--- src/rtl/regfile_arbiter_if.sv ---
// One requester's port into the regfile arbiter: a read/optional-write request
// handshake plus a registered response handshake carrying both read results.
interface regfile_arbiter_if #(
    parameter int DW = 32,
    parameter int AW = 5
);
    logic          valid;
    logic          ready;
    logic          we;
    logic [AW-1:0] rs1;
    logic [AW-1:0] rs2;
    logic [AW-1:0] rd;
    logic [DW-1:0] wdata;
    logic          rvalid;
    logic          rready;
    logic [DW-1:0] rdata1;
    logic [DW-1:0] rdata2;

    modport master (
        output valid, we, rs1, rs2, rd, wdata, rready,
        input  ready, rvalid, rdata1, rdata2
    );

    modport slave (
        input  valid, we, rs1, rs2, rd, wdata, rready,
        output ready, rvalid, rdata1, rdata2
    );
endinterface

--- src/rtl/regfile_arbiter.sv ---
// Round-robin arbiter sharing the regfile's two read ports and one write port
// between requesters A and B; one grant per transaction, registered responses.
module regfile_arbiter #(
    parameter int DW = 32,
    parameter int AW = 5
) (
    input  logic          clk,
    input  logic          rst,
    regfile_arbiter_if.slave a,
    regfile_arbiter_if.slave b,
    output logic [AW-1:0] rf_readreg1,
    output logic [AW-1:0] rf_readreg2,
    output logic [AW-1:0] rf_writereg,
    output logic [DW-1:0] rf_data,
    output logic          rf_writeEn,
    input  logic [DW-1:0] rf_rs1,
    input  logic [DW-1:0] rf_rs2,
    output logic          last_grant,
    output logic [7:0]    txn_cnt
);

    typedef enum logic {IDLE, RESP} state_t;

    state_t        state_q, state_d;
    logic          owner_q;
    logic          last_grant_q;
    logic [7:0]    txn_cnt_q;
    logic          a_rvalid_q, b_rvalid_q;
    logic [DW-1:0] a_rdata1_q, a_rdata2_q, b_rdata1_q, b_rdata2_q;

    logic grant_a, grant_b, release_resp;

    // NOTE: every signal gets a default before the case so no path leaves one
    // unassigned; otherwise synthesis infers a latch to hold the old value.
    always_comb begin
        state_d      = state_q;
        grant_a      = 1'b0;
        grant_b      = 1'b0;
        release_resp = 1'b0;
        rf_readreg1  = '0;
        rf_readreg2  = '0;
        rf_writereg  = '0;
        rf_data      = '0;
        rf_writeEn   = 1'b0;

        case (state_q)
            IDLE: begin
                // On contention the requester that did not win last time goes first.
                if (a.valid && (!b.valid || last_grant_q)) begin
                    grant_a = 1'b1;
                end else if (b.valid) begin
                    grant_b = 1'b1;
                end

                if (grant_a) begin
                    rf_readreg1 = a.rs1;
                    rf_readreg2 = a.rs2;
                    rf_writereg = a.rd;
                    rf_data     = a.wdata;
                    rf_writeEn  = a.we;
                end else if (grant_b) begin
                    rf_readreg1 = b.rs1;
                    rf_readreg2 = b.rs2;
                    rf_writereg = b.rd;
                    rf_data     = b.wdata;
                    rf_writeEn  = b.we;
                end

                if (grant_a || grant_b) begin
                    state_d = RESP;
                end
            end

            RESP: begin
                // Only the owner's rready ends the response phase.
                release_resp = owner_q ? b.rready : a.rready;
                if (release_resp) begin
                    state_d = IDLE;
                end
            end
        endcase
    end

    // NOTE: all flops use non-blocking assignments so every register samples
    // pre-edge values, regardless of statement order within the block.
    always_ff @(posedge clk or posedge rst) begin
        if (rst) begin
            state_q <= IDLE;
        end else begin
            state_q <= state_d;
        end
    end

    // Read data is sampled at the grant edge, the same edge the regfile commits
    // the write, so a read of rd returns the pre-write value.
    always_ff @(posedge clk or posedge rst) begin
        if (rst) begin
            owner_q      <= 1'b0;
            last_grant_q <= 1'b1;
            txn_cnt_q    <= 8'd0;
            a_rvalid_q   <= 1'b0;
            b_rvalid_q   <= 1'b0;
            a_rdata1_q   <= '0;
            a_rdata2_q   <= '0;
            b_rdata1_q   <= '0;
            b_rdata2_q   <= '0;
        end else begin
            if (grant_a) begin
                a_rdata1_q <= rf_rs1;
                a_rdata2_q <= rf_rs2;
                a_rvalid_q <= 1'b1;
            end
            if (grant_b) begin
                b_rdata1_q <= rf_rs1;
                b_rdata2_q <= rf_rs2;
                b_rvalid_q <= 1'b1;
            end
            if (grant_a || grant_b) begin
                owner_q      <= grant_b;
                last_grant_q <= grant_b;
                txn_cnt_q    <= txn_cnt_q + 8'd1;
            end
            if (release_resp) begin
                if (owner_q) begin
                    b_rvalid_q <= 1'b0;
                end else begin
                    a_rvalid_q <= 1'b0;
                end
            end
        end
    end

    assign a.ready    = grant_a;
    assign b.ready    = grant_b;
    assign a.rvalid   = a_rvalid_q;
    assign b.rvalid   = b_rvalid_q;
    assign a.rdata1   = a_rdata1_q;
    assign a.rdata2   = a_rdata2_q;
    assign b.rdata1   = b_rdata1_q;
    assign b.rdata2   = b_rdata2_q;
    assign last_grant = last_grant_q;
    assign txn_cnt    = txn_cnt_q;

endmodule

--- src/flat_wrapper.sv ---
// flat-port wrapper written by rule: the top's interface ports become plain ports
module regfile_arbiter_flat 
#(
    parameter int DW = 32,
    parameter int AW = 5
)
  (clk, rst, rf_readreg1, rf_readreg2, rf_writereg, rf_data, rf_writeEn, rf_rs1, rf_rs2, last_grant, txn_cnt, a_valid, a_we, a_rs1, a_rs2, a_rd, a_wdata, a_rready, a_ready, a_rvalid, a_rdata1, a_rdata2, b_valid, b_we, b_rs1, b_rs2, b_rd, b_wdata, b_rready, b_ready, b_rvalid, b_rdata1, b_rdata2);
  regfile_arbiter_if #(.DW(DW), .AW(AW)) a_i ();
  regfile_arbiter_if #(.DW(DW), .AW(AW)) b_i ();
  input  logic clk;
  input  logic rst;
  output logic [AW-1:0] rf_readreg1;
  output logic [AW-1:0] rf_readreg2;
  output logic [AW-1:0] rf_writereg;
  output logic [DW-1:0] rf_data;
  output logic rf_writeEn;
  input  logic [DW-1:0] rf_rs1;
  input  logic [DW-1:0] rf_rs2;
  output logic last_grant;
  output logic [7:0] txn_cnt;
  input wire logic [$bits(a_i.valid)-1:0] a_valid;
  input wire logic [$bits(a_i.we)-1:0] a_we;
  input wire logic [$bits(a_i.rs1)-1:0] a_rs1;
  input wire logic [$bits(a_i.rs2)-1:0] a_rs2;
  input wire logic [$bits(a_i.rd)-1:0] a_rd;
  input wire logic [$bits(a_i.wdata)-1:0] a_wdata;
  input wire logic [$bits(a_i.rready)-1:0] a_rready;
  output wire logic [$bits(a_i.ready)-1:0] a_ready;
  output wire logic [$bits(a_i.rvalid)-1:0] a_rvalid;
  output wire logic [$bits(a_i.rdata1)-1:0] a_rdata1;
  output wire logic [$bits(a_i.rdata2)-1:0] a_rdata2;
  input wire logic [$bits(b_i.valid)-1:0] b_valid;
  input wire logic [$bits(b_i.we)-1:0] b_we;
  input wire logic [$bits(b_i.rs1)-1:0] b_rs1;
  input wire logic [$bits(b_i.rs2)-1:0] b_rs2;
  input wire logic [$bits(b_i.rd)-1:0] b_rd;
  input wire logic [$bits(b_i.wdata)-1:0] b_wdata;
  input wire logic [$bits(b_i.rready)-1:0] b_rready;
  output wire logic [$bits(b_i.ready)-1:0] b_ready;
  output wire logic [$bits(b_i.rvalid)-1:0] b_rvalid;
  output wire logic [$bits(b_i.rdata1)-1:0] b_rdata1;
  output wire logic [$bits(b_i.rdata2)-1:0] b_rdata2;
  assign a_i.valid = a_valid;
  assign a_i.we = a_we;
  assign a_i.rs1 = a_rs1;
  assign a_i.rs2 = a_rs2;
  assign a_i.rd = a_rd;
  assign a_i.wdata = a_wdata;
  assign a_i.rready = a_rready;
  assign a_ready = a_i.ready;
  assign a_rvalid = a_i.rvalid;
  assign a_rdata1 = a_i.rdata1;
  assign a_rdata2 = a_i.rdata2;
  assign b_i.valid = b_valid;
  assign b_i.we = b_we;
  assign b_i.rs1 = b_rs1;
  assign b_i.rs2 = b_rs2;
  assign b_i.rd = b_rd;
  assign b_i.wdata = b_wdata;
  assign b_i.rready = b_rready;
  assign b_ready = b_i.ready;
  assign b_rvalid = b_i.rvalid;
  assign b_rdata1 = b_i.rdata1;
  assign b_rdata2 = b_i.rdata2;
  regfile_arbiter #(.DW(DW), .AW(AW)) u_core (.clk(clk), .rst(rst), .a(a_i), .b(b_i), .rf_readreg1(rf_readreg1), .rf_readreg2(rf_readreg2), .rf_writereg(rf_writereg), .rf_data(rf_data), .rf_writeEn(rf_writeEn), .rf_rs1(rf_rs1), .rf_rs2(rf_rs2), .last_grant(last_grant), .txn_cnt(txn_cnt));
endmodule
--- config.mk ---
export PLATFORM = sky130hd
export DESIGN_NAME = regfile_arbiter_flat
export DESIGN_NICKNAME = d
export VERILOG_FILES = /design/src/rtl/regfile_arbiter_if.sv /design/src/rtl/regfile_arbiter.sv /design/src/flat_wrapper.sv
export SDC_FILE = /design/constraint.sdc
export NUM_CORES = 1
export LEC_CHECK = 0
export CORE_ASPECT_RATIO = 0.5
export CORE_MARGIN = 1
export CORE_UTILIZATION = 39
export CTS_BUF_LIST = sky130_fd_sc_hd__clkbuf_8
export DETAILED_ROUTE_END_ITERATION = 10
export PLACE_DENSITY = 0.84
export SETUP_SLACK_MARGIN = 0.05
export SYNTH_ARGS = -nofsm -noshare
export SYNTH_HDL_FRONTEND = slang
export SYNTH_SLANG_ARGS = --single-unit
--- constraint.sdc ---
create_clock -name clk -period 5.45 [get_ports clk]
set_clock_uncertainty 0.2 [all_clocks]
set_input_delay 0.545 -clock clk [delete_from_list [all_inputs] [get_ports clk]]
set_output_delay 0.545 -clock clk [all_outputs]
set_load 0.01 [all_outputs]
After elaboration in Yosys (flattened, before gate mapping)
Index checks and enable logic that the tools add are counted.
W data, S select, Z words.
- reductions and logical operators: 5
- bitwise gates (word level): 1
- muxes and demuxes: 33
- add/sub/neg operators: 1
- operator list (cell ; number):
    $mux W32 ; 3
    $mux W5 ; 9
    $mux W1 ; 20
    $add A8 B1 Y8 const B ; 1
    $logic_or A1 B1 Y1 ; 3
    $pmux W1 S2 ; 1
    $logic_and A1 B1 Y1 ; 1
    $logic_not A1 Y1 ; 1
    $not A1 Y1 ; 1
- bits in registers: 141

Depth between registers and ports, before layout
Gate-level depths: netlist of the first run.
- word-level depth: 9
- depth in mapped cells: 5
- depth with buffers taken out: 4

Worst setup path after synthesis of the first run
OpenSTA, ideal clock, no wires.
- path kind: reg-to-output
- start: register u_core.last_grant_q (netlist: u_core.last_grant)
- end: output port rf_data[0]
- cell stages (with the launch flop): 6
- required time: 4705 ps
- setup slack: 3305 ps
- buffers on the path: 2
- data arrival time: 1400 ps
- cell sequence: dfstp_2 inv_1 a21oi_4 buf_4 buf_4 a22o_1
- cells in the longest elaborated chain, start to end: 7
- elaborated cells between the ends (all ways): 9
- classes of those cells: 7 x mux; 2 x reduce/logical
- RTL lines (what ; RTL line ; RTL):
    start, declared ; regfile_arbiter.sv:26 ; logic last_grant_q;
    start signal, assigned ; regfile_arbiter.sv:120 ; last_grant_q <= grant_b;
    $logic_or A1 B1 Y1 * ; regfile_arbiter.sv:49 ; if (a.valid && (!b.valid || last_grant_q)) begin
    $logic_and A1 B1 Y1 * ; regfile_arbiter.sv:49 ;
    $mux W1 ; regfile_arbiter.sv:49 ;
    $mux W1 ; regfile_arbiter.sv:46 ; case (state_q)
    $mux W32 ; regfile_arbiter.sv:61 ; end else if (grant_b) begin
    $mux W32 * ; regfile_arbiter.sv:55 ; if (grant_a) begin
    $mux W32 * ; regfile_arbiter.sv:46 ;
    end, declared ; flat_wrapper.sv:15 ; output logic [DW-1:0] rf_data;
Mark *: on every way between the ends. The rest lies on a longest branch, timed or not. The select of a mux whose other input is x is not followed.

Worst setup path after layout of the first run
- start: input port b_valid
- end: output port rf_data[10]
- cells in the longest elaborated chain, start to end: 8
- elaborated cells between the ends (all ways): 11
- classes of those cells: 8 x mux; 3 x reduce/logical
- RTL lines (what ; RTL line ; RTL):
    start, declared ; flat_wrapper.sv:32 ; input wire logic [$bits(b_i.valid)-1:0] b_valid;
    $logic_not A1 Y1 ; regfile_arbiter.sv:49 ;
    $logic_or A1 B1 Y1 ; regfile_arbiter.sv:49 ;
    $logic_and A1 B1 Y1 ; regfile_arbiter.sv:49 ;
    $mux W1 ; regfile_arbiter.sv:49 ;
    $mux W1 ; regfile_arbiter.sv:46 ;
    $mux W32 ; regfile_arbiter.sv:61 ;
    $mux W32 * ; regfile_arbiter.sv:55 ;
    $mux W32 * ; regfile_arbiter.sv:46 ;
Marks and branches as above.

==> results of run 1 <==
==> synth_stat cells <==
| cell type | number | area (sq um) |
|---|---|---|
| sky130_fd_sc_hd__a21oi_1 | 1 | 5.00 |
| sky130_fd_sc_hd__buf_2 | 5 | 25.0 |
| sky130_fd_sc_hd__buf_4 | 16 | 120 |
| sky130_fd_sc_hd__o21bai_1 | 1 | 7.51 |
| sky130_fd_sc_hd__dfrtp_1 | 140 | 3500 |
| sky130_fd_sc_hd__a21oi_4 | 2 | 32.5 |
| sky130_fd_sc_hd__xor2_1 | 2 | 17.5 |
| sky130_fd_sc_hd__inv_1 | 5 | 18.8 |
| sky130_fd_sc_hd__buf_6 | 3 | 33.8 |
| sky130_fd_sc_hd__nand4_1 | 3 | 18.8 |
| sky130_fd_sc_hd__nor3_1 | 2 | 10.0 |
| sky130_fd_sc_hd__ha_1 | 1 | 12.5 |
| sky130_fd_sc_hd__mux2_1 | 10 | 113 |
| sky130_fd_sc_hd__nor4_1 | 1 | 6.26 |
| sky130_fd_sc_hd__o21ba_2 | 1 | 10.0 |
| sky130_fd_sc_hd__xnor2_1 | 5 | 43.8 |
| sky130_fd_sc_hd__nand3b_1 | 1 | 7.51 |
| sky130_fd_sc_hd__nand2_1 | 8 | 30.0 |
| sky130_fd_sc_hd__dfstp_2 | 1 | 26.3 |
| sky130_fd_sc_hd__a2bb2oi_1 | 1 | 8.76 |
| sky130_fd_sc_hd__nand3_1 | 2 | 10.0 |
| sky130_fd_sc_hd__o21a_1 | 1 | 7.51 |
| sky130_fd_sc_hd__nor2b_1 | 1 | 6.26 |
| sky130_fd_sc_hd__mux2_2 | 118 | 1330 |
| sky130_fd_sc_hd__a22o_1 | 48 | 420 |
| sky130_fd_sc_hd__nand2b_1 | 2 | 12.5 |
| sky130_fd_sc_hd__o21ai_0 | 1 | 5.00 |
==> how the worst max path moves through the flow <==
| stage | startpoint | to | slack, ns | cells past startpoint |
|---|---|---|---|---|
| final | b_valid | rf_data[10] | 1.57 | 6 |
| after global routing | b_valid | rf_data[10] | 1.45 | 6 |
| after CTS | b_valid | rf_data[10] | 1.59 | 6 |
| after detailed placement | b_valid | rf_data[10] | 1.61 | 6 |
| after global placement | b_valid | rf_data[17] | 1.71 | 6 |
| after floorplan | rst | u_core.a.rdata1[0]$_DFFE_PP0P_ | 0.93 | 1 |
==> metrics by stage <==
stage | worst slack [ns] | utilization | std cells | power (mW)
floorplan | 0.925 | - | 382 | 3.08
global placement | 1.71 | 0.653 | 915 | 4.63
detailed placement | 1.61 | 0.653 | 915 | 4.69
CTS | 1.59 | 0.682 | 947 | 5.59
global route | 1.45 | 0.682 | 947 | 5.82
finish | 1.57 | 0.682 | 947 | 5.54
==> worst max-delay path: stages <==
cell and delay [ns]:
sky130_fd_sc_hd__clkdlybuf4s50_1 0.58, sky130_fd_sc_hd__nand2b_1 0.16, sky130_fd_sc_hd__a21oi_4 0.71, sky130_fd_sc_hd__buf_4 0.39, sky130_fd_sc_hd__a22o_1 0.19, sky130_fd_sc_hd__clkdlybuf4s50_1 0.54
==> final cells by class <==
cell class                 count  area, sq um  area share
clock buffer                  18          248      0.0250
clock inverter                14          170      0.0172
inverter                       5         23.8     0.00240
multi-input combinational    212         2110       0.213
sequential                   141         3530       0.356
tap                          198          248      0.0250
timing repair buffer         359         3580       0.361
==> metal layers <==
layer / track usage / up-vias
met5: 0 / -
met4: 0.0704 / 0
met3: 0.0653 / 26
met2: 0.405 / 186
met1: 0.304 / 2405
li1: - / 2100
==> power by group <==
group	leakage (nW)	internal (mW)	switching, mW
Sequential	1.66	1.58	0.299
Combinational	2.15	1.70	1.08
Clock	0.201	0.464	0.419
==> sequential cells by signal (all words and copies together), names as in the netlist <==
name	cells
u_core.a.rdata1	32
u_core.a.rdata2	32
u_core.b.rdata1	32
u_core.b.rdata2	32
u_core.txn_cnt	8
u_core.a.rvalid	1
u_core.b.rvalid	1
u_core.last_grant	1
u_core.owner_q	1
u_core.state_q	1
==> kinds of logic (layout without fill, tap and decap cells) <==
| logic type | count (synthesis) | count (layout) | synth area share |
|---|---|---|---|
| AOI/OAI and AO/OA | 56 | 56 | 0.0850 |
| xor gates and xnor gates | 7 | 7 | 0.0105 |
| adders and majority gates | 1 | 1 | 0.00214 |
| buffers and inverters | 29 | 396 | 0.0338 |
| DFF | 141 | 141 | 0.604 |
| muxes | 128 | 128 | 0.247 |
| and+or+nand+nor | 20 | 20 | 0.0174 |
==> cell usage in the layout, fill, tap and decap left out <==
cell                              count
sky130_fd_sc_hd__nor3_1               2
sky130_fd_sc_hd__dfrtp_1            140
sky130_fd_sc_hd__bufinv_16            3
sky130_fd_sc_hd__buf_4                5
sky130_fd_sc_hd__nor2b_1              1
sky130_fd_sc_hd__o21ba_2              1
sky130_fd_sc_hd__clkbuf_8            18
sky130_fd_sc_hd__a22o_1              48
sky130_fd_sc_hd__inv_6                1
sky130_fd_sc_hd__nand4_1              3
sky130_fd_sc_hd__o21ai_0              1
sky130_fd_sc_hd__a21oi_1              1
sky130_fd_sc_hd__xnor2_1              5
sky130_fd_sc_hd__mux2_2             118
sky130_fd_sc_hd__dfstp_2              1
sky130_fd_sc_hd__nand3b_1             1
sky130_fd_sc_hd__clkdlybuf4s50_1    354
sky130_fd_sc_hd__inv_1                4
sky130_fd_sc_hd__ha_1                 1
sky130_fd_sc_hd__o21a_1               1
sky130_fd_sc_hd__a21oi_4              2
sky130_fd_sc_hd__xor2_1               2
sky130_fd_sc_hd__a2bb2oi_1            1
sky130_fd_sc_hd__clkinvlp_4           4
sky130_fd_sc_hd__clkinv_2             3
sky130_fd_sc_hd__nor4_1               1
sky130_fd_sc_hd__clkinv_4             4
sky130_fd_sc_hd__nand3_1              2
sky130_fd_sc_hd__nand2b_1             2
sky130_fd_sc_hd__mux2_1              10
sky130_fd_sc_hd__nand2_1              8
sky130_fd_sc_hd__o21bai_1             1
==> results.txt, run 1 <==
The summed area of non-filler cells in the final layout came out at ~9900 sq um. The met1 wire length came out at about 7800 um. The mapped netlist covers ~5800 sq um.

The count of buffers inserted at the top-level ports is approximately 350. In this run the worst path has a maximum fanout of 34. The die covers 15500 sq um.

The data arrival time of the critical path is between 3 and 4 ns. The length of routed met3 wiring came out at around 1400 um. The fraction of final layout cells with drive strength greater than 1 came out at 0.214.

The maximum buffer depth of the clock tree is 2. Using the TritonRoute via totals, the vias-per-cell ratio works out to 4.98. The count of endpoints failing hold in the final timing report was 0. The setup check on the worst reg-to-reg path leaves a slack of between 2 and 2.5 ns. The count of standard-cell rows came out at 31.

The worst register-to-register path ends at u_core.a.rdata2[15]$_DFFE_PP0P_. From synthesis to final layout, the design area changed by 69.7%. The time the final worst path needs with I/O delays and setup is 3.88 ns. The final weighted congestion in routability-driven placement is approximately 0.87. The path with the worst hold slack has its endpoint at u_core.b.rdata1[7]$_DFFE_PP0P_. The worst path required time is 4.70 ns. The routed design has ~19000 um of wire. After detailed routing, the average wire length per cell comes to a little over 20 um.

The element type at the critical path end is an output port. The buffers inserted during post-CTS setup optimization is 0. The floorplan die height is 88.5 um.

STA classifies the critical path startpoint as an input port. The worst hold path begins at u_core.b.rdata1[7]$_DFFE_PP0P_. TritonCTS built the clock tree.

The area of the core region is between 10000 and 15000 sq um. Based on the critical path, the design can be clocked at up to 257 MHz. The run finished with clean final reports.

The number of clock buffers inserted by TritonCTS is 17. After detailed routing, the number of remaining DRC violations is 0. The mean post-synth cell area came out at 15.3 sq um. After clock tree synthesis, the clock-pin slew on the worst setup and hold paths is 0.08 ns. The first global-routing pass estimated 27400 um of wire. After clock tree synthesis, the flow added hold-fix buffers numbering 0. Setup repair after global routing left no endpoint under its margin. The headroom to the max-slew limit came out at 0.400.

The count of filler cells inserted in the layout came out at slightly above 1000. Counting every sink on the clock net gives around 140. The net count of the mapped netlist is approximately 550. The max capacitance violation total is 0. The all-layer global routing usage came out at 0.239. The total number of nets in the final design is between 900 and 1000. The number of warnings issued by yosys came out at 0. The number of violations reported at the end of detailed-routing iteration 0 is 296. The horizontal extent of the die is approximately 180 um.

The worst hold path belongs to the class reg2reg. The number of cells on the worst hold path is 1. The total global routing overflow came out at 0. The routed via count is about 4700. The count of cells resized by post-cts repair came out at 0. The latest clock arrival within the worst-skew pair came out at approximately 0.44 ns.

The register bit total from synthesis is 141. 0 antenna diodes ended up in the layout. The post-detailed-placement cell area is approximately 9500 sq um. The routed wire length on met2 is approximately 9700 um. The final number of max-transition violations is 0. The initial antenna violation count came out at 0. The share of the cycle needed by the critical path after routing is 0.713. The clock root buffer master is sky130_fd_sc_hd__clkbuf_8. The number of global-route vias before repair is between 4000 and 5000. For this configuration, the core starts out at a cell density of 0.402. The number of distinct standard cells referenced by the synthesized netlist is 27. The number of nets with antenna violations after detailed routing came out at 0.

Adding up every negative setup slack in the final design gives 0 ns. The worst ir drop on vdd came out at roughly 0.00028 V. The sequential area share after synthesis is 0.604. The number of cells on the worst reg-to-reg path came out at 5.

The pre-antenna-repair detailed-routing pass consisted of 4 iterations. The measured slew at the worst slew-check pin came out at between 0.8 and 0.9 ns. The HPWL reported at the end of detailed placement came out at ~14000 um. The maximum number of pins on one net before global-route repair is 99. The kind of critical path is in2out. The highest metal layer used by the detailed router is met4. Dividing total power by cell area gives a power density of between 500 and 600 nW/um^2. The static leakage came out at 4.01 nW.

The worst hold margin is between 0.2 and 0.3 ns. Synthesis produced about 380 cells. The worst register-to-register path begins at u_core.last_grant$_DFFE_PP1P_. The final setup violation count is 0. The count of pins on the block boundary came out at about 360. The clock tree synthesis step divided the H-tree into 4 levels.
(Power assumes the default switching activity.)
==> run 2, diff against run 1 <==
Clock period 5.45 ns to 3.79 ns, I/O delays scaled along.
==> results.txt, run 2 (synthesis results as in run 1) <==
The clock sink count is 141 (unchanged). The type of the tightest min-delay check is in2async (was reg2reg). The final setup violation count is 0 (unchanged). The headroom to the max-slew limit is 0.480 (was 0.400). The floorplan die height was 88.5 um (unchanged). The count of buffers inserted at the top-level ports is 354 (unchanged). The first-pass iteration count of the detailed router came out at 4 (unchanged). The H-tree level count came out at 4 (unchanged). The number of buffers and inverters on the critical path came out at 3 (unchanged).

The internal reg-to-reg setup slack came out at 1.13 ns (was 2.30 ns). The measured slew at the worst slew-check pin came out at 0.779 ns (was 0.898 ns). The horizontal extent of the die came to 175 um (unchanged). The clock share of power is 0.152 (was 0.159).

Result of the run: finished clean (unchanged). The maximum net fanout on the critical path came out at 31 (was 34). The total DRC errors in the routed layout came to 0 (unchanged). The static leakage is 4.02 nW (was 4.01 nW). The kind of launch point of the worst setup path is an input port (unchanged). The cell repeated most along the worst path is sky130_fd_sc_hd__clkdlybuf4s50_1 (unchanged).

RSZ-0062 raised after global routing: no (unchanged). The number of violations reported at the end of detailed-routing iteration 0 came to 287 (was 296). The net switching component of the power came out at 2.60 mW (was 1.80 mW).

The maximum buffer depth of the clock tree is 2 (unchanged). The sequential cell area came out at 3530 sq um (unchanged). The power density normalized to cell area came to 797 nW/um^2 (was 559 nW/um^2). The global-route wire length before repair is 27400 um (about the same).

The average routed wire per standard cell came out at 20.4 um (was 20.2 um). Top library cells by usage in the layout, fill and taps aside: sky130_fd_sc_hd__clkdlybuf4s50_1, sky130_fd_sc_hd__dfrtp_1, sky130_fd_sc_hd__mux2_2, sky130_fd_sc_hd__a22o_1, sky130_fd_sc_hd__clkbuf_8 (unchanged). The number of clock buffers inserted by TritonCTS came out at 17 (unchanged). The highest cell delay on the worst timing path came to 0.57 ns (was 0.71 ns). The commonest non-fill, non-tap cell in the layout is sky130_fd_sc_hd__clkdlybuf4s50_1 (unchanged). The count of cells resized by post-cts repair is 0 (unchanged). The latest clock arrival within the worst-skew pair was 0.43 ns (was 0.44 ns). The total routed wirelength is 19400 um (was 19200 um). The post-cts hold buffer count came out at 0 (unchanged). Sequence of cells on the critical path: clkdlybuf4s50_1 > nand2b_1 > a21oi_4 > buf_12 > a22o_1 > clkdlybuf4s50_1 (was clkdlybuf4s50_1 > nand2b_1 > a21oi_4 > buf_4 > a22o_1 > clkdlybuf4s50_1). The element type at the critical path end is an output port (unchanged). The clock root buffer master is sky130_fd_sc_hd__clkbuf_8 (unchanged).

The all-layer global routing usage is 0.239 (about the same). The HPWL reported at the end of detailed placement is 14600 um (was 14200 um). The fraction of power spent switching nets came out at 0.327 (was 0.324). The initial antenna violation count is 0 (unchanged). The internal power consumption was 5.34 mW (was 3.75 mW). The final number of max-transition violations was 0 (unchanged). The number of nets with antenna violations after detailed routing came out at 0 (unchanged). The area of the die came to 15500 sq um (unchanged). The post-synthesis to final-layout area growth was 70.6% (was 69.7%). The total area of multi-input combinational cells is 2110 sq um (unchanged). The number of cells on the worst reg-to-reg path came out at 5 (unchanged). The initial core utilization came out at 0.402 (unchanged). The total number of nets in the final design was 906 (was 903). The total global routing overflow came out at 0 (unchanged).

The time the final worst path needs with I/O delays and setup is approximately 3.2 ns. The max capacitance violation total was 0 (unchanged). The clock-pin slew of the registers on the worst-case setup and hold paths is 0.08 ns (about the same). The setup TNS after final layout came out at 0 ns (unchanged). The count of standard-cell rows came out at 31 (unchanged).

The worst path required time is 3.21 ns (was 4.70 ns). The highest clock rate came out at roughly 310 MHz. The logic gate share of total power is 0.507 (was 0.501). The number of global-route vias before repair came to 4553 (was 4659).

The routed via count is 4673 (was 4717). The kind of critical path was in2out (unchanged). The buffers inserted during post-CTS setup optimization was 0 (unchanged). The share of total power in sequential cells was 0.341 (was 0.339). The count of pins on the block boundary came out at 355 (unchanged). The maximum number of pins on one net before global-route repair is 64 (was 99). The power consumption came to 7.94 mW (was 5.54 mW).

The count of endpoints failing hold in the final timing report is 0 (unchanged). The data arrival time of the critical path is 2.63 ns (was 3.14 ns). The start of the worst register-to-register path is u_core.last_grant$_DFFE_PP1P_ (unchanged). The highest-delay cell along the critical path is sky130_fd_sc_hd__clkdlybuf4s50_1 (was sky130_fd_sc_hd__a21oi_4).

The number of antenna repair diodes is 0 (unchanged). The share of the cycle needed by the critical path after routing came out at 0.847. The CTS tree is built (unchanged).

The final weighted congestion in routability-driven placement came out at 0.881 (was 0.868). The per-cell via count in the routed design came out at 4.92 (was 4.98). The fraction of final layout cells with drive strength greater than 1 came to 0.217 (was 0.214). The cell family with the largest share of critical-path delay is buffers and inverters (unchanged).

The worst ir drop on vdd is 0.000458 V (was 0.000275 V). The terminus of the critical flop-to-flop path is u_core.a.rdata2[8]$_DFFE_PP0P_ (was u_core.a.rdata2[15]$_DFFE_PP0P_). The count of filler cells inserted in the layout came out at 1056 (was 1012). The area of the core region is 14500 sq um (unchanged).
## run 2: changes by cell type in the layout (fill, tap and decap cells not counted)
cell                        change
sky130_fd_sc_hd__clkbuf_8       -1
sky130_fd_sc_hd__buf_4          -1
sky130_fd_sc_hd__inv_6          +3
sky130_fd_sc_hd__bufinv_16      -1
sky130_fd_sc_hd__clkinv_2       -1
sky130_fd_sc_hd__buf_12         +4
## run 2: per-stage QoR
step / worst slack (ns) / utilization / hold WS [ns] / cells / cell area [sq um]
2_1_floorplan: 1.45 / - / 0.291 / 382 / 5840
3_3_place_gp: 0.694 / 0.658 / 0.260 / 918 / 9570
3_5_place_dp: 0.610 / 0.658 / 0.273 / 918 / 9570
4_1_cts: 0.574 / 0.685 / 0.268 / 950 / 9960
5_1_grt: 0.483 / 0.685 / 0.306 / 950 / 9960
6_report: 0.581 / 0.685 / 0.276 / 950 / 9960
## run 2: power by group through the flow
stage / clock [mW] / combinational [mW] / sequential [mW]
3_3_place_gp: 0 / 3.98 / 2.69
2_1_floorplan: 0 / 1.37 / 3.06
5_1_grt: 1.31 / 4.22 / 2.81
3_5_place_dp: 0 / 4.04 / 2.73
4_1_cts: 1.24 / 4.06 / 2.71
6_report: 1.21 / 4.03 / 2.71
## run 2: area by class of cell
class                           instances  area share
Sequential cell                       141       0.354
Multi-Input combinational cell        212       0.212
Clock inverter                         15      0.0163
Clock buffer                           17      0.0235
Inverter                                5     0.00226
Timing Repair Buffer                  362       0.367
Tap cell                              198      0.0249
## run 2: worst max path at each step
stage / slack (ns) / cells after the start / startpoint / endpoint
after floorplan: 1.45 / 1 / rst / u_core.a.rdata1[0]$_DFFE_PP0P_
after global placement: 0.69 / 6 / b_valid / rf_data[16]
after detailed placement: 0.61 / 6 / b_valid / rf_data[23]
after CTS: 0.57 / 5 / u_core.state_q$_DFF_PP0_ / rf_data[23]
after global routing: 0.48 / 5 / u_core.state_q$_DFF_PP0_ / rf_data[20]
final: 0.58 / 6 / b_valid / rf_data[14]
## run 2: per-layer routing
layer / GRT usage / wire length [um]
met1: 0.310 / 8170
met2: 0.404 / 9860
met3: 0.0520 / 1070
met4: 0.0877 / 309
met5: 0 / 0
## run 2: worst reg2reg max path: stages, from the launching register on
cell	delay, ns
sky130_fd_sc_hd__dfstp_2	0.60
sky130_fd_sc_hd__inv_1	0.09
sky130_fd_sc_hd__a21oi_4	0.24
sky130_fd_sc_hd__buf_12	0.32
sky130_fd_sc_hd__buf_4	0.67
sky130_fd_sc_hd__mux2_2	0.43
==> run 3, diff against run 2 <==
Settings changed: CORE_UTILIZATION 39 to 35, PLACE_DENSITY 0.84 to 0.79.
Clock period 3.79 ns to 2.9 ns, I/O delays scaled along.
==> results.txt, run 3 (synthesis results as in run 1) <==
The fraction of final layout cells with drive strength greater than 1 came out at 0.229 (was 0.217). The clock root buffer master was sky130_fd_sc_hd__clkbuf_8 (unchanged). The global-route wire length before repair was 28800 um (was 27400 um). The worst hold margin is 0.111 ns (was 0.276 ns). The post-cts hold buffer count was 0 (unchanged). The share of the cycle needed by the critical path after routing came out at 0.970. The number of buffers and inverters on the critical path came to 4 (was 3). The initial antenna violation count came out at 0 (unchanged). The number of nets with antenna violations after detailed routing is 0 (unchanged). RSZ-0062 raised after global routing: yes (was no). The length of routed met3 wiring came out at 1320 um (was 1070 um). The setup TNS after final layout was 0 ns (unchanged).

The kind of launch point of the worst setup path is a register (was input port). The summed area of non-filler cells in the final layout came out at 10300 sq um (was 9960 sq um). The number of cells on the critical path is 6 (unchanged). The clock-pin slew of the registers on the worst-case setup and hold paths came out at 0.08 ns (about the same). The minimum setup slack after placement was 0.135 ns (was 0.610 ns).

Result of the run: finished clean (unchanged). The post-placement cell count is 944 (was 918). Top library cells by usage in the layout, fill and taps aside: sky130_fd_sc_hd__clkdlybuf4s50_1, sky130_fd_sc_hd__dfrtp_1, sky130_fd_sc_hd__mux2_2, sky130_fd_sc_hd__a22o_1, sky130_fd_sc_hd__clkbuf_8 (unchanged). The highest cell delay on the worst timing path is 0.59 ns (was 0.57 ns). The time the final worst path needs with I/O delays and setup is 2.81 ns. The type of the tightest min-delay check is in2async (unchanged). The H-tree level count came out at 4 (unchanged). The initial core utilization is 0.368 (was 0.402). The count of filler cells inserted in the layout came out at 1185 (was 1056). The worst path required time came out at 2.41 ns (was 3.21 ns).

The headroom to the max-slew limit came out at 0.535 (was 0.480). The cell family with the largest share of critical-path delay is buffers and inverters (unchanged). The count of pins on the block boundary is 355 (unchanged). The measured slew at the worst slew-check pin is 0.696 ns (was 0.779 ns). The total global routing overflow came to 0 (unchanged). The number of violations reported at the end of detailed-routing iteration 0 came out at 275 (was 287). The internal reg-to-reg setup slack came out at 0.56 ns (was 1.13 ns). The highest clock rate came out at roughly 360 MHz. The count of endpoints failing hold in the final timing report came out at 0 (unchanged). The HPWL reported at the end of detailed placement came to 15000 um (was 14600 um).

The final setup slack of the worst path came to 0.0879 ns (was 0.581 ns). The count of buffers inserted at the top-level ports came out at 354 (unchanged). The clock sink count came out at 141 (unchanged). The sequential cell area came out at 3530 sq um (about the same).

The maximum net fanout on the critical path came out at 27 (was 31). Sequence of cells on the critical path: inv_1 > a21oi_4 > buf_12 > clkbuf_16 > a22o_1 > clkdlybuf4s50_1 (was clkdlybuf4s50_1 > nand2b_1 > a21oi_4 > buf_12 > a22o_1 > clkdlybuf4s50_1). The element type at the critical path end is an output port (unchanged). The worst ir drop on vdd came out at 0.000464 V (was 0.000458 V). The post-synthesis to final-layout area growth is 75.6% (was 70.6%). The start of the worst register-to-register path is u_core.state_q$_DFF_PP0_ (was u_core.last_grant$_DFFE_PP1P_). The CTS tree was built (unchanged).

The static leakage came to 4.32 nW (was 4.02 nW). The power consumption came out at 10.7 mW (was 7.94 mW). The final number of max-transition violations came to 0 (unchanged).

The all-layer global routing usage came out at 0.227 (was 0.239). The area of the die came out at 17200 sq um (was 15500 sq um). The first-pass iteration count of the detailed router is 4 (unchanged).

The filler-free cell count of the finished design is 982 (was 950). The power density normalized to cell area was 1050 nW/um^2 (was 797 nW/um^2). The routed via count is 4741 (was 4673). The routed wire length on met2 came out at 10500 um (was 9860 um). The maximum buffer depth of the clock tree is 2 (unchanged). The commonest non-fill, non-tap cell in the layout was sky130_fd_sc_hd__clkdlybuf4s50_1 (unchanged).

The latest clock arrival within the worst-skew pair came out at 0.42 ns (was 0.43 ns). The final weighted congestion in routability-driven placement came out at 0.838 (was 0.881). The end point of the critical path is rf_data[15] (was rf_data[14]). The data arrival time of the critical path came to 2.32 ns (was 2.63 ns). The total routed wirelength is 20300 um (was 19400 um).

The kind of critical path is reg2out (was in2out). The met1 wire length is 7960 um (was 8170 um). The count of standard-cell rows is 32 (was 31). The horizontal extent of the die is 185 um (was 175 um). The number of cells on the worst reg-to-reg path is 6 (was 5). The highest-delay cell along the critical path is sky130_fd_sc_hd__dfstp_2 (was sky130_fd_sc_hd__clkdlybuf4s50_1). The maximum number of pins on one net before global-route repair is 56 (was 64).

The terminus of the critical flop-to-flop path is u_core.b.rdata1[28]$_DFFE_PP0P_ (was u_core.a.rdata2[8]$_DFFE_PP0P_). The number of global-route vias before repair is 4787 (was 4553). The total DRC errors in the routed layout is 0 (unchanged). The post-detailed-placement cell area came out at 9630 sq um (was 9570 sq um). The launch point of the critical path is u_core.last_grant$_DFFE_PP1P_ (was b_valid).

The total area of multi-input combinational cells was 2120 sq um (was 2110 sq um). The final setup violation count is 0 (unchanged). The area of the core region came out at 15900 sq um (was 14500 sq um). The number of antenna repair diodes was 0 (unchanged).

The highest metal layer used by the detailed router is met4 (unchanged). The number of clock buffers inserted by TritonCTS is 17 (unchanged). The post-route core utilization was 0.647 (was 0.685). The max capacitance violation total is 0 (unchanged).

The floorplan die height came out at 93.3 um (was 88.5 um). The average routed wire per standard cell is 20.6 um (was 20.4 um). The total number of nets in the final design was 915 (was 906). The per-cell via count in the routed design came out at 4.83 (was 4.92).
[run 3: changes by cell type in the layout (fill, tap and decap cells not counted), sizes merged]
cell,previous run,this run
clkdlybuf4s50,354,343
inv,8,7
clkbuf,17,23
dlymetal6s2s,0,11
bufinv,2,4
clkinv,6,5
clkinvlp,4,1
buf,8,14
[run 3: what timing repair did]
item / 4_1_cts / 5_1_grt
resized for setup: 2 / 14
setup buffers: 0 / 3
cloned: 0 / 3
pin swaps: 0 / 1
setup endpoints to repair: 9 / 39
[run 3: how the worst min path moves through the flow]
stage	start	end	depth (start not counted)
floorplan	rf_rs1[0]	u_core.b.rdata1[0]$_DFFE_PP0P_	1
global placement	u_core.txn_cnt[7]$_DFFE_PP0P_	u_core.txn_cnt[7]$_DFFE_PP0P_	1
detailed placement	u_core.txn_cnt[7]$_DFFE_PP0P_	u_core.txn_cnt[7]$_DFFE_PP0P_	1
CTS	rst	u_core.b.rdata1[6]$_DFFE_PP0P_	2
global route	rst	u_core.b.rdata1[6]$_DFFE_PP0P_	2
finish	rst	u_core.b.rdata1[6]$_DFFE_PP0P_	2
[run 3: worst reg2reg max path, stage by stage (launching register included)]
cell and delay [ns]:
sky130_fd_sc_hd__dfrtp_2 0.45, sky130_fd_sc_hd__nand2b_2 0.23, sky130_fd_sc_hd__a21oi_4 0.19, sky130_fd_sc_hd__buf_12 0.13
sky130_fd_sc_hd__clkbuf_16 0.18, sky130_fd_sc_hd__buf_4 0.45, sky130_fd_sc_hd__mux2_2 0.42
[run 3: metal layers]
metal	vias to the layer above	global-route usage
met5	-	0
met4	0	0.0716
met3	35	0.0518
met2	180	0.402
met1	2394	0.276
li1	2132	-
[run 3: layout make-up]
cell class                      count  share of cell area
Inverter                            5             0.00220
Sequential cell                   141               0.344
Clock inverter                     12              0.0178
Clock buffer                       20              0.0268
Multi-Input combinational cell    212               0.206
Timing Repair Buffer              371               0.375
Tap cell                          221              0.0270
[run 3: where the power goes]
| group | total [mW] | internal (mW) | switching [mW] |
|---|---|---|---|
| combinational | 5.41 | 3.33 | 2.09 |
| clock | 1.79 | 1.02 | 0.770 |
| sequential | 3.54 | 2.98 | 0.564 |
| total | 10.7 | 7.32 | 3.42 |
